## config.mk

```make
export PLATFORM = sky130hd
export DESIGN_NAME = id_hazard_scoreboard
export DESIGN_NICKNAME = d
export VERILOG_FILES = /design/src/rtl/id_hazard_scoreboard.sv
export SDC_FILE = /design/constraint.sdc
export NUM_CORES = 1
export LEC_CHECK = 0
export ABC_AREA = 1
export BUFFER_PORTS_ARGS = -buffer_cell sky130_fd_sc_hd__buf_2
export CAP_MARGIN = 20
export CORE_ASPECT_RATIO = 1.5
export CORE_MARGIN = 2
export CORE_UTILIZATION = 35
export CTS_BUF_LIST = sky130_fd_sc_hd__clkbuf_8 sky130_fd_sc_hd__clkbuf_16
export CTS_CLUSTER_DIAMETER = 50
export DETAILED_ROUTE_END_ITERATION = 10
export PLACE_DENSITY_LB_ADDON = 0.05
export SYNTH_ARGS = -nofsm -noshare
export SYNTH_HDL_FRONTEND = slang
export SYNTH_SLANG_ARGS = --single-unit
```

## constraint.sdc

```tcl
create_clock -name clk -period 2.26 [get_ports clk]
set_input_delay 0.452 -clock clk [delete_from_list [all_inputs] [get_ports clk]]
set_output_delay 0.452 -clock clk [all_outputs]
set_load 0.005 [all_outputs]
```

## src/rtl/id_hazard_scoreboard.sv

```systemverilog
// ID/EXE issue controller: tracks in-flight register writes and decides whether ID is issued or bubbled.
// Optional freeze-cycle statistics counter enabled by defining SCOREBOARD_STATS_EN.
module id_hazard_scoreboard #(
  parameter int unsigned NUM_REGS = 16,
  parameter int unsigned REG_W    = 4,
  parameter int unsigned CNT_W    = 2
) (
  input  logic                clk,
  input  logic                reset_n,
  input  logic                id_valid,
  input  logic [REG_W-1:0]    id_src1,
  input  logic                id_use_src1,
  input  logic [REG_W-1:0]    id_src2,
  input  logic                id_use_src2,
  input  logic                id_wb_en,
  input  logic [REG_W-1:0]    id_dest,
  input  logic                br_taken,
  input  logic                wb_valid,
  input  logic [REG_W-1:0]    wb_dest,
  output logic                issue,
  output logic                freeze,
  output logic                id_exe_flush,
  output logic [NUM_REGS-1:0] pending_mask,
  output logic                sb_err,
  output logic [31:0]         stall_cycles
);

  localparam logic [CNT_W-1:0] CNT_MAX = '1;
  localparam logic [CNT_W-1:0] CNT_ONE = CNT_W'(1);

  logic [CNT_W-1:0]    cnt     [NUM_REGS];
  logic [CNT_W-1:0]    cnt_nxt [NUM_REGS];
  logic [NUM_REGS-1:0] pend_nxt;
  logic [NUM_REGS-1:0] inc_r;
  logic [NUM_REGS-1:0] dec_r;
  logic                src1_busy;
  logic                src2_busy;
  logic                dest_full;
  logic                hazard;
  logic                retire_err;

  // A source whose last pending write retires this cycle is readable: the
  // register file writes on the opposite clock edge.
  always_comb begin
    src1_busy = (cnt[id_src1] != '0) &&
                !(wb_valid && (wb_dest == id_src1) && (cnt[id_src1] == CNT_ONE));
    src2_busy = (cnt[id_src2] != '0) &&
                !(wb_valid && (wb_dest == id_src2) && (cnt[id_src2] == CNT_ONE));
    dest_full = id_wb_en && (cnt[id_dest] == CNT_MAX) &&
                !(wb_valid && (wb_dest == id_dest));
    hazard    = id_valid && ((id_use_src1 && src1_busy) ||
                             (id_use_src2 && src2_busy) || dest_full);
  end

  always_comb begin
    issue        = id_valid && !hazard && !br_taken;
    freeze       = hazard && !br_taken;
    id_exe_flush = br_taken || hazard || !id_valid;
  end

  always_comb begin
    retire_err = wb_valid && (cnt[wb_dest] == '0);
    inc_r      = '0;
    dec_r      = '0;
    pend_nxt   = '0;
    for (int unsigned r = 0; r < NUM_REGS; r++) begin
      inc_r[r]   = issue && id_wb_en && (id_dest == REG_W'(r));
      dec_r[r]   = wb_valid && (wb_dest == REG_W'(r));
      cnt_nxt[r] = cnt[r];
      if (inc_r[r] && !dec_r[r] && (cnt[r] != CNT_MAX))
        cnt_nxt[r] = cnt[r] + CNT_ONE;
      else if (dec_r[r] && !inc_r[r] && (cnt[r] != '0))
        cnt_nxt[r] = cnt[r] - CNT_ONE;
      pend_nxt[r] = (cnt_nxt[r] != '0);
    end
  end

  always_ff @(posedge clk or negedge reset_n) begin
    if (!reset_n) begin
      for (int unsigned r = 0; r < NUM_REGS; r++) cnt[r] <= '0;
      pending_mask <= '0;
      sb_err       <= 1'b0;
    end else begin
      for (int unsigned r = 0; r < NUM_REGS; r++) cnt[r] <= cnt_nxt[r];
      pending_mask <= pend_nxt;
      if (retire_err) sb_err <= 1'b1;
    end
  end

`ifdef SCOREBOARD_STATS_EN
  logic [31:0] stall_q;

  always_ff @(posedge clk or negedge reset_n) begin
    if (!reset_n)    stall_q <= '0;
    else if (freeze) stall_q <= stall_q + 32'd1;
  end

  assign stall_cycles = stall_q;
`else
  assign stall_cycles = '0;
`endif

endmodule

```

---- Yosys cells after proc, flatten, opt, wreduce, memory -nomap -nowiden ----
Cells that the tools add are included.
cells by class
  $add $sub $neg .......................... 32
  magnitude comparators ................... 4
  equality and inequality tests ........... 52
  multiplexer cells ....................... 44
  bitwise logic cells ..................... 4
  reductions and logical operators ........ 192
operator list
  cell                                                                   count
  1-bit logical AND                                                      113
  2-bit two-way mux                                                      40
  2-bit nonzero test                                                     34
  4-bit equality test, second input constant                             16
  1-bit zero test                                                        38
  2-bit by 1-bit adder with 2-bit output, second input constant          16
  2-bit binary-select mux with 4-bit select                              4
  4-bit by 3-bit equality test with 1-bit output, second input constant  8
  2-bit inequality test, second input constant                           16
  2-bit by 1-bit subtractor with 2-bit output, second input constant     16
  5-bit >= comparator, second input constant                             4
  4-bit NOT with 5-bit output                                            4
  4-bit by 2-bit equality test with 1-bit output, second input constant  4
  4-bit equality test                                                    3
  4-bit by 1-bit equality test with 1-bit output, second input constant  2
  4-bit zero test                                                        2
  2-bit by 1-bit equality test with 1-bit output, second input constant  2
  1-bit logical OR                                                       4
  2-bit equality test, second input constant                             1
  2-bit zero test                                                        1
storage, ports and cells
  bits in registers ....................... 49
  input bits .............................. 24

---- Longest topological paths before layout ----
Gate-level depths: netlist (run 1).
  depth after elaboration ................. 23
  depth in mapped cells ................... 21
  depth with buffers taken out ............ 19

---- Least setup slack after synthesis (run 1) ----
OpenSTA, ideal clock, no wires.
  kind .................................... input to output
  from .................................... in id_src1[0]
  to ...................................... out id_exe_flush
  arrival ................................. 1,695 ps
  path slack .............................. 113 ps
  stages .................................. 13
  cell sequence ........................... buf_4 -> buf_2 -> nand2_1 -> nand3_1 -> nand3_1 -> nand2_1 -> nor2_1 -> nand2_1 -> nand3_1 -> nand3_2 -> nor2_4 -> buf_4 -> inv_1
between the ends
  word-level cells in the longest chain between the ends .. 14
  elaborated cells on any way between the ends .. 17
RTL lines
  element                                               line    RTL
  from (decl)                                           11      input logic [REG_W-1:0] id_src1,
  4-bit NOT with 5-bit output (implied by the code)     45, 46
  2-bit binary-select mux with 4-bit select             45, 46
  2-bit two-way mux (implied by the code) (2 in a row)  45, 46
  2-bit by 1-bit equality test with 1-bit output        46      !(wb_valid && (wb_dest == id_src1) && (cnt[id_src1] == CNT_ONE));
  1-bit logical AND                                     46
  1-bit zero test                                       46
  1-bit logical AND *                                   45      src1_busy = (cnt[id_src1] != '0) &&
  1-bit logical AND *                                   51      hazard = id_valid && ((id_use_src1 && src1_busy) ||
  1-bit logical OR *                                    51
  1-bit logical OR *                                    52      (id_use_src2 && src2_busy) || dest_full);
  1-bit logical AND *                                   51
  1-bit logical OR * (2 in a row)                       58      id_exe_flush = br_taken || hazard || !id_valid;
  to (decl)                                             22      output logic id_exe_flush,
Mark *: on every way between the ends. The rest lies on a longest branch, timed or not. The select of a mux whose other input is x is not followed.

---- Final worst setup path (run 1) ----
  from .................................... reg cnt[17] (netlist bit)
  to ...................................... out id_exe_flush
between the ends
  word-level cells in the longest chain between the ends .. 13
  elaborated cells on any way between the ends .. 29
RTL lines
  element                                                            line    RTL
  from (decl)                                                        31      logic [CNT_W-1:0] cnt [NUM_REGS];
  2-bit binary-select mux with 4-bit select (on tied branches)       --
  2-bit two-way mux (on tied branches) (2 in a row)                  --
  2-bit by 1-bit equality test with 1-bit output (on tied branches)  46, 48
  1-bit logical AND (on tied branches)                               46, 48
  1-bit zero test (on tied branches)                                 46, 48
  1-bit logical AND (on tied branches)                               45, 47
  1-bit logical AND (on tied branches)                               51, 52
  1-bit logical OR                                                   51
  1-bit logical OR *                                                 52
  1-bit logical AND *                                                51
  1-bit logical OR * (2 in a row)                                    58
Marks and branches as above.

==> impl_metrics.py, run 1 <==
metrics = {
    "timing": {
        "hold_ws_ns": 0.1532,
        "fmax_ghz": 0.4218,
        "rsz0062_at_grt": "yes",
        "period_share_pct": 104.9,
        "worstMarginPinSlew_ns": 0.5957,
        "tns_ns": -0.2583,
        "drv_slew": 0,
        "period_needed_ns": 2.371,
        "hold_viol": 0,
        "slew_headroom_pct": 59.26,
        "fin_skew_ns": 0.004622,
        "setup_violations": 6,
        "setup_ws_ns": -0.1105,
    },
    "pwr": {
        "leakage_nw": 3.341,
        "power_density_mw_per_mm2": 900.3,
        "total_power_mw": 5.722,
        "peakVddDrop_v": 0.0004702,
    },
    "drt": {
        "route.detailed.drc": 0,
        "vias_per_cell": 5.136,
        "drtIter0Drc": 312,
        "wl_um": 19190,
        "ant_nets": 0,
        "num_vias": 5624,
        "routedWlPerCell_um": 17.53,
        "dr.pass1.iters": 5,
    },
    "synthesis": {
        "yosys.area.top_type": "dfrtp_1",
        "yosys_warnings": 0,
        "synth.avg_cell_area_um2": 6.181,
        "ys_seq_elements": 49,
        "synth_cells": 805,
        "netlist.area_leader.share_pct": 24.64,
        "synth_top_cells_by_area": "dfrtp_1 (25%), nand2_1 (21%), nand3_1 (11%), ha_1 (8.0%), inv_1 (6.8%)",
        "synth_ff_type": "dfrtp_1",
        "synth_common_cells": "nand2_1 (277), nand3_1 (106), inv_1 (90)",
        "synth_edf_count": 0,
        "async_reset_ff_share_pct": 100.0,
        "yosysSeqAreaShare_pct": 24.64,
        "synth_most_common_cell": "nand2_1",
        "syn_area_mm2": 0.004976,
        "synth.distinct_cells": 37,
    },
    "critical_path": {
        "worstPathCellList": "inv_2 -> nand2_2 -> nand3_2 -> nand2_1 -> nor2_1 -> nand2_1 -> nand2_1 -> nand2_2 -> nand3_4 -> nand3_4 -> nor2_4 -> buf_12 -> inv_2 -> buf_2",
        "cpLargestDelayFamily": "simple AND/OR/NAND/NOR gates",
        "worstPathMaxFanout": 4,
        "critPathCaptureType": "primary output",
        "cp-start-kind": "flip-flop",
        "crit_slowest_cell": "dfrtp_1",
        "worstSetupPathType": "reg -> out",
        "r2r_start": "cnt[17]",
        "crit_top_cell": "nand2_1",
        "max_stage_delay_ns": 0.42,
        "arrival_ns": 1.92,
        "worstSetupStartpoint": "cnt[17]",
        "rrSetupSlack_ns": -0.02,
        "worstPathRequired_ns": 1.81,
        "crit_buf_inv": 4,
    },
    "cells_and_area": {
        "syn_to_final_growth_pct": 27.71,
        "post-route-util_pct": 45.63,
        "num_antenna_cells": 0,
        "drive_above_1_share_pct": 26.02,
        "fin_nets": 985,
        "fin_area_mm2": 0.006355,
    },
    "cts": {
        "root_buffer": "clkbuf_16",
        "insertion_delay_ns": 0.29,
        "ctsHoldBuffers": 0,
        "htree_levels": 2,
        "path_clk_slew_ns": 0.07,
        "cts_buffers": 5,
        "cts.path.max_buffers": 2,
        "cts.sinks": 49,
        "cts_tree": "done",
    },
    "place": {
        "io_buffers": 43,
        "placed_area_mm2": 0.005823,
        "place.gp.congestion": 0.9490,
        "dpl.hpwl_um": 15250,
    },
    "run_status": {
        "violations": "setup timing",
        "outcome": "finished with violations",
    },
    "floorplan": {
        "dieHeight_um": 150.0,
        "start_util_pct": 35.73,
        "rows": 53,
        "io_pins": 76,
        "fp.dieW_um": 101.4,
        "core_mm2": 0.01393,
        "dieArea_mm2": 0.01521,
    },
    "grt": {
        "grt_pass1_vias": 5605,
        "grt_max_degree": 33,
        "grt_first_pass_wirelength_um": 29640,
        "grt-ovfl-total": 0,
        "groute.usage.overall_pct": 25.72,
        "antenna_found_initial": 0,
    },
    "job": {
        "drv_cap": 0,
    },
    "worst_hold_path": {
        "hp-class": "in -> async",
    },
}
==> cells by family (layout without fill, tap and decap cells) <==
family / count (synthesis) / count (layout) / share of synthesized area, %
other: 1 / 32 / 0.07536
XOR/XNOR: 4 / 4 / 0.7042
buffers and inverters: 150 / 244 / 14.89
adder cells (fa/ha/maj): 32 / 32 / 8.046
flip-flops: 49 / 49 / 24.64
AO/OA/AOI/OAI: 46 / 46 / 5.105
AND/OR/NAND/NOR: 523 / 523 / 46.54
==> area by class of cell <==
cell class / instances / area, µm²
Clock inverter: 3 / 11.26
Timing Repair Buffer: 139 / 1077
Tap cell: 165 / 206.4
Sequential cell: 49 / 1254
Multi-Input combinational cell: 637 / 3309
Fill cell: 1478 / 7571
Inverter: 97 / 371.6
Clock buffer: 5 / 125.1
==> flip-flops by register name, indices dropped and copies added (netlist names) <==
signal and flops:
pending_mask 16, sb_err 1, cnt 32
==> final timing paths <==
path | to | cells after the start
max | id_exe_flush | 14
min | pending_mask[9] | 1
max reg2reg | pending_mask[1] | 18
min reg2reg | sb_err | 1
max in group asynchronous | cnt[7] | 2
min in group clk | sb_err | 1
==> cell usage in the layout (no fill, tap or decap), drive strengths merged <==
cell type	count
o22ai	1
nor3	18
a21oi	25
o221ai	1
or2	2
nor2	78
xnor2	3
buf	138
o211ai	1
nand4	22
xor2	1
ha	32
o21ai	13
a2111oi	1
inv	98
clkbuf	6
dfrtp	49
o41ai	2
nand2	278
nand3b	6
o21bai	1
nand3	118
nor4	1
clkinv	2
o21a	1
conb	32
==> where the power goes <==
part	total, mW	internal, mW	leakage (nW)	switching, mW
clock	0.752	0.400	0.0776	0.351
sequential	1.84	1.29	0.517	0.545
combinational	3.13	1.39	2.75	1.75
==> repair_timing <==
item | 4_1_cts | 5_1_grt
setup endpoints to repair | 46 | 51
setup buffers | 15 | 4
pin swaps | 7 | 17
gates cloned | 0 | 1
gates resized for setup | 44 | 43
==> metrics by stage <==
| stage | setup WS (ns) | cells |
|---|---|---|
| after global placement | -0.3226 | 1067 |
| after global routing | -0.2048 | 1095 |
| after detailed placement | -0.3364 | 1067 |
| after floorplan | 0.1126 | 836 |
| after CTS | -0.1310 | 1090 |
| final | -0.1105 | 1095 |
==> routing by layer <==
layer	part of all wire [%]	up-vias	GRT usage, %
li1	-	2766	-
met1	37	2655	27.37
met2	55	152	49.83
met3	3.1	51	2.709
met4	5.4	0	10.88
met5	0	-	0
==> worst register-to-register path: stages (launching register included) <==
cell and delay [ns]:
dfrtp_1 0.42, inv_2 0.11, nand2_2 0.06, nand3_2 0.08, nand2_1 0.06, nor2_1 0.09
nand2_1 0.08, nand2_1 0.07, nand2_2 0.07, nand3_4 0.11, nand3_4 0.08, nor2_4 0.14
buf_12 0.13, buf_6 0.16, nand4_1 0.19, nand2_1 0.12, nand2_1 0.05, nand2_1 0.08
nand3_1 0.07
(Power assumes the default switching activity.)
==> run 2, diff against run 1 <==
--- a/config.mk
+++ b/config.mk
@@ -14,6 +14,7 @@
 export CTS_BUF_LIST = sky130_fd_sc_hd__clkbuf_8 sky130_fd_sc_hd__clkbuf_16
 export CTS_CLUSTER_DIAMETER = 50
 export DETAILED_ROUTE_END_ITERATION = 10
+export MAX_ROUTING_LAYER = met4
 export PLACE_DENSITY_LB_ADDON = 0.05
 export SYNTH_ARGS = -nofsm -noshare
 export SYNTH_HDL_FRONTEND = slang
==> constraint.sdc (replaced) <==
create_clock -name clk -period 2.36 [get_ports clk]
set_input_delay 0.472 -clock clk [delete_from_list [all_inputs] [get_ports clk]]
set_output_delay 0.472 -clock clk [all_outputs]
set_load 0.005 [all_outputs]
==> impl_metrics.py, run 2 (synthesis results as in run 1) <==
metrics = {
    "floorplan": {
        "dieArea_mm2": 0.01521,
        "io_pins": 76,
        "fp.dieW_um": 101.4,
        "core_mm2": 0.01393,
        "rows": 53,
        "start_util_pct": 35.73,
        "dieHeight_um": 150.0,
    },
    "cells_and_area": {
        "syn_to_final_growth_pct": 24.92,
        "fillers": 1488,
        "largest_register_ffs": 32,
        "final_cell_mix": "nand2_1 (267), nand3_1 (96), nor2_1 (73)",
        "regMostFlops": "cnt",
        "fin_nets": 969,
        "final_common_cell": "nand2_1",
        "reg_top3": "cnt x32, pending_mask x16, sb_err x1",
        "fin_area_mm2": 0.006216,
        "drive_above_1_share_pct": 24.29,
        "num_antenna_cells": 0,
    },
    "cts": {
        "ctsHoldBuffers": 0,
        "cts.path.max_buffers": 2,
        "cts.sinks": 49,
        "insertion_delay_ns": 0.31,
        "root_buffer": "clkbuf_16",
        "cts_buffers": 5,
        "htree_levels": 2,
        "path_clk_slew_ns": 0.07,
        "cts_tree": "done",
    },
    "timing": {
        "rsz0062_at_grt": "yes",
        "slew_headroom_pct": 63.23,
        "setup_violations": 0,
        "period_needed_ns": 2.347,
        "drv_slew": 0,
        "hold_viol": 0,
        "fin_skew_ns": 0.009004,
        "period_share_pct": 99.44,
        "fmax_ghz": 0.4261,
        "worstMarginPinSlew_ns": 0.5376,
        "setup_ws_ns": 0.01331,
    },
    "drt": {
        "dr.pass1.iters": 5,
        "wl_um": 17850,
        "drtIter0Drc": 289,
        "routedWlPerCell_um": 16.54,
        "ant_nets": 0,
        "num_vias": 5498,
        "route.detailed.drc": 0,
        "vias_per_cell": 5.095,
    },
    "place": {
        "io_buffers": 43,
        "place.gp.congestion": 1.035,
        "placed_area_mm2": 0.005678,
        "dpl.hpwl_um": 14700,
        "pre_cts_slack_ns": -0.1788,
    },
    "grt": {
        "groute.usage.overall_pct": 24.85,
        "antenna_found_initial": 0,
        "grt_max_degree": 33,
        "grt-ovfl-total": 0,
        "grt_pass1_vias": 5306,
        "grt_first_pass_wirelength_um": 27590,
    },
    "pwr": {
        "leakage_nw": 3.235,
        "power_density_mw_per_mm2": 876.6,
        "peakVddDrop_v": 0.0003652,
    },
    "worst_hold_path": {
        "hp-class": "in -> async",
    },
    "critical_path": {
        "critPathCaptureType": "primary output",
        "worstPathMaxFanout": 4,
        "arrival_ns": 1.87,
        "worstSetupPathType": "reg -> out",
        "cp-start-kind": "flip-flop",
        "worstPathRequired_ns": 1.89,
    },
    "run_status": {
        "outcome": "completed",
    },
    "job": {
        "drv_cap": 0,
    },
}
-- run 2: path summary, 6_finish.rpt --
check | from | endpoint | slack (ns) | depth (start not counted)
worst max-delay path | cnt[21] | id_exe_flush | 0.01 | 14
worst min-delay path | reset_n | sb_err | 0.13 | 1
worst max register to register | cnt[21] | pending_mask[1] | 0.11 | 18
worst min register to register | sb_err | sb_err | 0.48 | 1
max in group asynchronous | reset_n | cnt[7] | 1.70 | 2
min in group clk | sb_err | sb_err | 0.48 | 1
-- run 2: metrics by stage --
step                      setup TNS [ns]  util, %  hold WS, ns  power (mW)  std cells
after global placement            -5.509    40.77       0.4563       4.165       1046
after CTS                       -0.03184    43.49       0.1465       5.357       1072
after detailed placement          -5.249    40.77       0.4695       4.185       1046
after floorplan                        0        -       0.1764       3.172        836
final                                  0    44.64       0.1274       5.449       1079
after global routing             -0.9097    44.64       0.1720       5.939       1079
-- run 2: report_power, final --
part	leakage [nW]	internal, mW	switching (mW)
Combinational	2.63	1.23	1.58
Sequential	0.515	1.24	0.538
Clock	0.0883	0.526	0.329
Total	3.24	3.00	2.45
-- run 2: final cells by class --
class / count / area (µm²) / area share [%]
tap: 165 / 206.4 / 3.321
multi-input combinational: 637 / 3218 / 51.77
clock inverter: 2 / 33.78 / 0.5435
timing repair buffer: 123 / 980.9 / 15.78
inverter: 97 / 380.4 / 6.119
sequential: 49 / 1257 / 20.23
clock buffer: 6 / 138.9 / 2.234
-- run 2: critical path: stages, from the launching register on --
cell and delay, ns:
dfrtp_2 0.47, inv_2 0.08, nand2_1 0.04, nand3_1 0.07, nand2_1 0.06, nor2_1 0.10, nand2_1 0.06, nand2_1 0.06
nand2_2 0.07, nand3_4 0.08, nand3_2 0.10, nor2_4 0.12, buf_12 0.12, inv_2 0.03, buf_2 0.11
-- run 2: metal layers --
layer	GRT usage, %	part of all wire, %
met3	3.643	3.7
met1	25.05	37
met2	44.64	53
met5	-	0
met4	14.66	5.7
-- run 2: what timing repair did --
action                                  CTS  global route
endpoints found under the setup margin    3            46
resized for setup                        46            38
setup buffers                            18             7
pin swaps                                 3            12
